File: src/rtl/pipeline_stall_controller.sv
// Hazard and stall sequencer for the five-stage pipeline: merges cache misses, load-use
// hazards and redirects into per-stage stall/clear strobes, plus two wrap-around counters.
module pipeline_stall_controller #(
    parameter int STALL_COUNT_WIDTH = 32,
    parameter int FLUSH_COUNT_WIDTH = 16
) (
    input  logic                         CLK,
    input  logic                         RST,
    input  logic                         INSTRUCTION_CACHE_READY,
    input  logic                         DATA_CACHE_REQUEST,
    input  logic                         DATA_CACHE_READY,
    input  logic                         REDIRECT,
    input  logic                         LOAD_IN_EXECUTION,
    input  logic [4:0]                   RD_EXECUTION,
    input  logic [4:0]                   RS1_DECODING,
    input  logic [4:0]                   RS2_DECODING,
    input  logic                         RS1_USED,
    input  logic                         RS2_USED,
    output logic                         STALL_PROGRAME_COUNTER_STAGE,
    output logic                         STALL_INSTRUCTION_FETCH_STAGE,
    output logic                         STALL_DECODING_STAGE,
    output logic                         STALL_EXECUTION_STAGE,
    output logic                         STALL_MEMORY_STAGE,
    output logic                         CLEAR_INSTRUCTION_FETCH_STAGE,
    output logic                         CLEAR_DECODING_STAGE,
    output logic                         CLEAR_EXECUTION_STAGE,
    output logic [STALL_COUNT_WIDTH-1:0] STALL_CYCLE_COUNT,
    output logic [FLUSH_COUNT_WIDTH-1:0] FLUSH_COUNT,
    output logic                         DEBUG_STATE
);

    localparam logic HIGH = 1'b1;
    localparam logic LOW  = 1'b0;

    typedef enum logic {
        RUN    = 1'b0,
        SQUASH = 1'b1
    } state_t;

    state_t state;
    state_t next_state;
    logic   dmiss;
    logic   imiss;
    logic   lu;
    logic   flush_take;

    assign dmiss = DATA_CACHE_REQUEST & ~DATA_CACHE_READY;
    assign imiss = ~INSTRUCTION_CACHE_READY;
    assign lu    = LOAD_IN_EXECUTION && (RD_EXECUTION != 5'd0) &&
                   ((RS1_USED && (RS1_DECODING == RD_EXECUTION)) ||
                    (RS2_USED && (RS2_DECODING == RD_EXECUTION)));

    assign DEBUG_STATE = state;

    always_comb begin
        STALL_PROGRAME_COUNTER_STAGE  = LOW;
        STALL_INSTRUCTION_FETCH_STAGE = LOW;
        STALL_DECODING_STAGE          = LOW;
        STALL_EXECUTION_STAGE         = LOW;
        STALL_MEMORY_STAGE            = LOW;
        CLEAR_INSTRUCTION_FETCH_STAGE = LOW;
        CLEAR_DECODING_STAGE          = LOW;
        CLEAR_EXECUTION_STAGE         = LOW;
        flush_take                    = LOW;
        next_state                    = state;

        if (RST) begin
            STALL_PROGRAME_COUNTER_STAGE  = HIGH;
            STALL_INSTRUCTION_FETCH_STAGE = HIGH;
            STALL_DECODING_STAGE          = HIGH;
            STALL_EXECUTION_STAGE         = HIGH;
            STALL_MEMORY_STAGE            = HIGH;
            CLEAR_INSTRUCTION_FETCH_STAGE = HIGH;
            CLEAR_DECODING_STAGE          = HIGH;
            CLEAR_EXECUTION_STAGE         = HIGH;
            next_state                    = RUN;
        end else if (dmiss) begin
            // Whole pipe frozen; a pending redirect is held by the PC stage until dmiss drops.
            STALL_PROGRAME_COUNTER_STAGE  = HIGH;
            STALL_INSTRUCTION_FETCH_STAGE = HIGH;
            STALL_DECODING_STAGE          = HIGH;
            STALL_EXECUTION_STAGE         = HIGH;
            STALL_MEMORY_STAGE            = HIGH;
        end else if (REDIRECT) begin
            CLEAR_INSTRUCTION_FETCH_STAGE = HIGH;
            CLEAR_DECODING_STAGE          = HIGH;
            flush_take                    = HIGH;
            next_state                    = imiss ? SQUASH : RUN;
        end else if (state == SQUASH) begin
            // The returning fetch belongs to the squashed path; IF is cleared rather than held.
            STALL_PROGRAME_COUNTER_STAGE = HIGH;
            CLEAR_DECODING_STAGE         = HIGH;
            if (INSTRUCTION_CACHE_READY) begin
                CLEAR_INSTRUCTION_FETCH_STAGE = HIGH;
                next_state                    = RUN;
            end else begin
                STALL_INSTRUCTION_FETCH_STAGE = HIGH;
            end
        end else if (lu) begin
            STALL_PROGRAME_COUNTER_STAGE  = HIGH;
            STALL_INSTRUCTION_FETCH_STAGE = HIGH;
            STALL_DECODING_STAGE          = HIGH;
            CLEAR_EXECUTION_STAGE         = HIGH;
        end else if (imiss) begin
            STALL_PROGRAME_COUNTER_STAGE  = HIGH;
            STALL_INSTRUCTION_FETCH_STAGE = HIGH;
            CLEAR_DECODING_STAGE          = HIGH;
        end
    end

    always_ff @(posedge CLK) begin
        if (RST) begin
            state <= RUN;
        end else begin
            state <= next_state;
        end
    end

    always_ff @(posedge CLK) begin
        if (RST) begin
            STALL_CYCLE_COUNT <= '0;
            FLUSH_COUNT       <= '0;
        end else begin
            if (STALL_PROGRAME_COUNTER_STAGE) begin
                STALL_CYCLE_COUNT <= STALL_CYCLE_COUNT + 1'b1;
            end
            if (flush_take) begin
                FLUSH_COUNT <= FLUSH_COUNT + 1'b1;
            end
        end
    end

endmodule

File: config.mk
export PLATFORM = sky130hd
export DESIGN_NAME = pipeline_stall_controller
export DESIGN_NICKNAME = d
export VERILOG_FILES = /design/src/rtl/pipeline_stall_controller.sv
export SDC_FILE = /design/constraint.sdc
export NUM_CORES = 1
export LEC_CHECK = 0
export ABC_AREA = 1
export BUFFER_PORTS_ARGS = -buffer_cell sky130_fd_sc_hd__buf_2
export CAP_MARGIN = 20
export CORE_MARGIN = 2
export CORE_UTILIZATION = 35
export DETAILED_ROUTE_END_ITERATION = 12
export PLACE_DENSITY_LB_ADDON = 0.1
export REMOVE_ABC_BUFFERS = 1
export SLEW_MARGIN = 40
export SYNTH_ARGS = -nofsm -noshare
export SYNTH_HDL_FRONTEND = slang
export SYNTH_SLANG_ARGS = --single-unit
File: constraint.sdc
create_clock -name CLK -period 1.5 [get_ports CLK]
set_input_delay 0.3 -clock CLK [delete_from_list [all_inputs] [get_ports CLK]]
set_output_delay 0.3 -clock CLK [all_outputs]
set_load 0.03 [all_outputs]
==> summary.txt <==
Synthesis
  – Ys flop type: dfxtp_1
  – Ys async rst share: 0%
  – Mapped cell area: 3270 um2
  – Sequential cell area fraction in the yosys report: 30.0%
  – Syn Inst Count: 526
  – Synth warn: 0
  – Synth Register Bits: 49
  – Yosys cell types: 30
  – Post-synth EDFFs: 0
  – Syn Area/Cell: 6.23 um2

Pwr
  – Lkg Pwr: 2.06 nW
  – PD cells: 620 nW/um2
  – Worst vdd ir: 0.000376 V
  – Tot Pwr: 0.00282 W

Clocking
  – Reg clk slew, reported paths: 0.09 ns
  – Inserted Clock Buffers: 5
  – H-tree levels: 2
  – Worst skew pair latency: 0.30 ns
  – CTS tree: yes
  – Clock Path Buffers: 2
  – CTS Hold Bufs: 0
  – CTS Sinks: 49
  – Root Buffer: clkbuf_8

Route
  – Drt drc: 0
  – Post-route ant nets: 0
  – WL/cell: 12.4 um
  – Routed wire length: 9440 um
  – Drt via density: 4.73
  – Initial DRC count: 120
  – First-pass DRT Iterations: 4
  – Via Count: 3601

Final layout
  – Nets: 675
  – Area Growth Syn to Fin: 38.8%
  – Most common cell after layout, fill and taps aside: nand2_1
  – Flip-flop and latch area: 1020 um2
  – Layout cells sized above 1: 38.2%
  – Final non-filler cell area: 4540 um2
  – ANT cells: 0
  – Final Core Density: 49.7%
  – Area of the multi-input gates: 2140 um2
  – Fill cells: 946
  – Most frequent cells in the layout: 162 x nand2_1, 63 x buf_2, 52 x buf_4

Flow run
  – # Max-Cap Violations: 0

Critical path
  – CP Launch Type: input port
  – WP data arrival: 1.24 ns
  – Crit path capture type: output pin
  – CP max FO: 3
  – Critical path required time: 1.20 ns
  – Critical path type: in2out

Global route
  – Vias in the first global route: 3524
  – Grt ovf: 0
  – Total GRT Usage: 18.9%
  – First-pass GRT wire length: 15700 um
  – Initial antenna violation count: 0
  – Largest net degree at the start of global routing: 35

Floorplanning
  – Core Rows: 35
  – Die Ht: 101 um
  – Core region area: 9150 um2
  – Die Wd: 101 um
  – Initial Utilization: 35.8%
  – Die area: 10100 um2
  – Io pins: 81

Timing
  – Actual slew at the worst max-slew pin: 0.423 ns
  – Fin. max-slew vios: 0
  – Final Hold Fails: 0
  – Period utilization: 103%
  – Clock skew: 0.00728 ns
  – RSZ-0062 raised after global routing: yes
  – Relative slew margins: 71.8%
  – Worst setup margin: -0.0433 ns
  – WHS: 0.193 ns
  – Final setup vio count: 2
  – Fin crit period: 1.54 ns
  – Max Clock Freq: 0.648 GHz

Run status
  – Status: finished with violations
  – Failing checks: negative setup slack

Placement
  – Setup WS pre-CTS: -0.158 ns
  – HPWL after detailed placement: 7100 um
  – GPL Wtd Cong: 0.860
  – I/O Buffers: 80
  – DP Area: 4060 um2

Min path
  – Worst Hold Class: in2reg
[worst max-delay path, stage by stage]
cell and delay (ns):
buf_8 0.10, inv_4 0.05, nand4_1 0.09, o21ai_1 0.16, inv_1 0.09, nand3_2 0.08, nand2_1 0.05, inv_1 0.06
o211ai_1 0.08, buf_4 0.18
[what timing repair did]
action,in CTS,in global routing
setup endpoints to repair,8,32
gates cloned,0,0
buffers inserted,2,4
resized for setup,32,83
pin swaps,20,43
[stage by stage]
step	setup TNS, ns	instances
5_1_grt	-0.712	761
4_1_cts	-0.0794	757
3_3_place_gp	-2.75	747
2_1_floorplan	-14.98	510
6_report	-0.0690	761
3_5_place_dp	-4.51	747
[sequential cells by signal, indices dropped and copies added, names as in the netlist]
register / cells
DEBUG_STATE: 1
STALL_CYCLE_COUNT: 32
FLUSH_COUNT: 16
[synth_stat cells (2+ instances only)]
| cell type | number | area [um2] |
|---|---|---|
| o21ai_0 | 10 | 50.1 |
| buf_6 | 4 | 45.0 |
| nor2_4 | 9 | 101 |
| clkbuf_1 | 4 | 15.0 |
| buf_2 | 2 | 10.0 |
| nand3b_1 | 14 | 105 |
| dfxtp_1 | 49 | 981 |
| xnor2_1 | 4 | 35.0 |
| nor2_2 | 9 | 56.3 |
| nand2_2 | 8 | 50.1 |
| nand2_1 | 176 | 661 |
| a21oi_1 | 38 | 190 |
| inv_1 | 46 | 173 |
| nand3_1 | 41 | 205 |
| xor2_1 | 12 | 105 |
| ha_1 | 2 | 25.0 |
| buf_4 | 5 | 37.5 |
| o21ai_1 | 2 | 10.0 |
| nand2_4 | 4 | 45.0 |
| a31oi_1 | 2 | 12.5 |
| nor3_1 | 5 | 25.0 |
| inv_2 | 8 | 30.0 |
| nand4_1 | 5 | 31.3 |
| nor2_1 | 61 | 229 |
[cell type report]
cell class	count	share of cell area (%)
inverter	54	4.63
clock buffer	5	1.51
clock inverter	3	1.02
timing repair buffer	132	20.2
multi-input combinational	407	47.1
tap	111	3.06
sequential	49	22.5
[worst paths after layout]
| check | slack (ns) | start | end | cells after the start |
|---|---|---|---|---|
| max reg2reg | 0.07 | STALL_CYCLE_COUNT[1] | STALL_CYCLE_COUNT[10] | 8 |
| max | -0.04 | RD_EXECUTION[2] | STALL_INSTRUCTION_FETCH_STAGE | 10 |
| min | 0.19 | INSTRUCTION_CACHE_READY | DEBUG_STATE | 2 |
| min reg2reg | 0.49 | FLUSH_COUNT[1] | FLUSH_COUNT[1] | 2 |
[routing by layer]
metal | routed length [um] | global-route usage [%]
met1 | 4360 | 23.5
met2 | 4610 | 34.3
met3 | 374 | 2.84
met4 | 94 | 4.43
met5 | 0 | 0
[report_power, final]
group          switching, W  total [W]  internal [W]  leakage, nW
logic              0.000296   0.000500      0.000204         1.60
clock network      0.000484   0.000984      0.000500       0.0543
registers         0.0000209    0.00133       0.00131        0.408
total              0.000800    0.00282       0.00202         2.06
[logic make-up after synthesis]
group | Yosys count | share of synthesized area, %
AO/OA/AOI/OAI | 54 | 8.48
AND/OR/NAND/NOR | 335 | 46.9
XOR/XNOR | 16 | 4.28
adder cells (fa/ha/maj) | 2 | 0.764
flip-flops | 49 | 30.0
buffers and inverters | 70 | 9.59
Power figures use the tool's default switching activity.
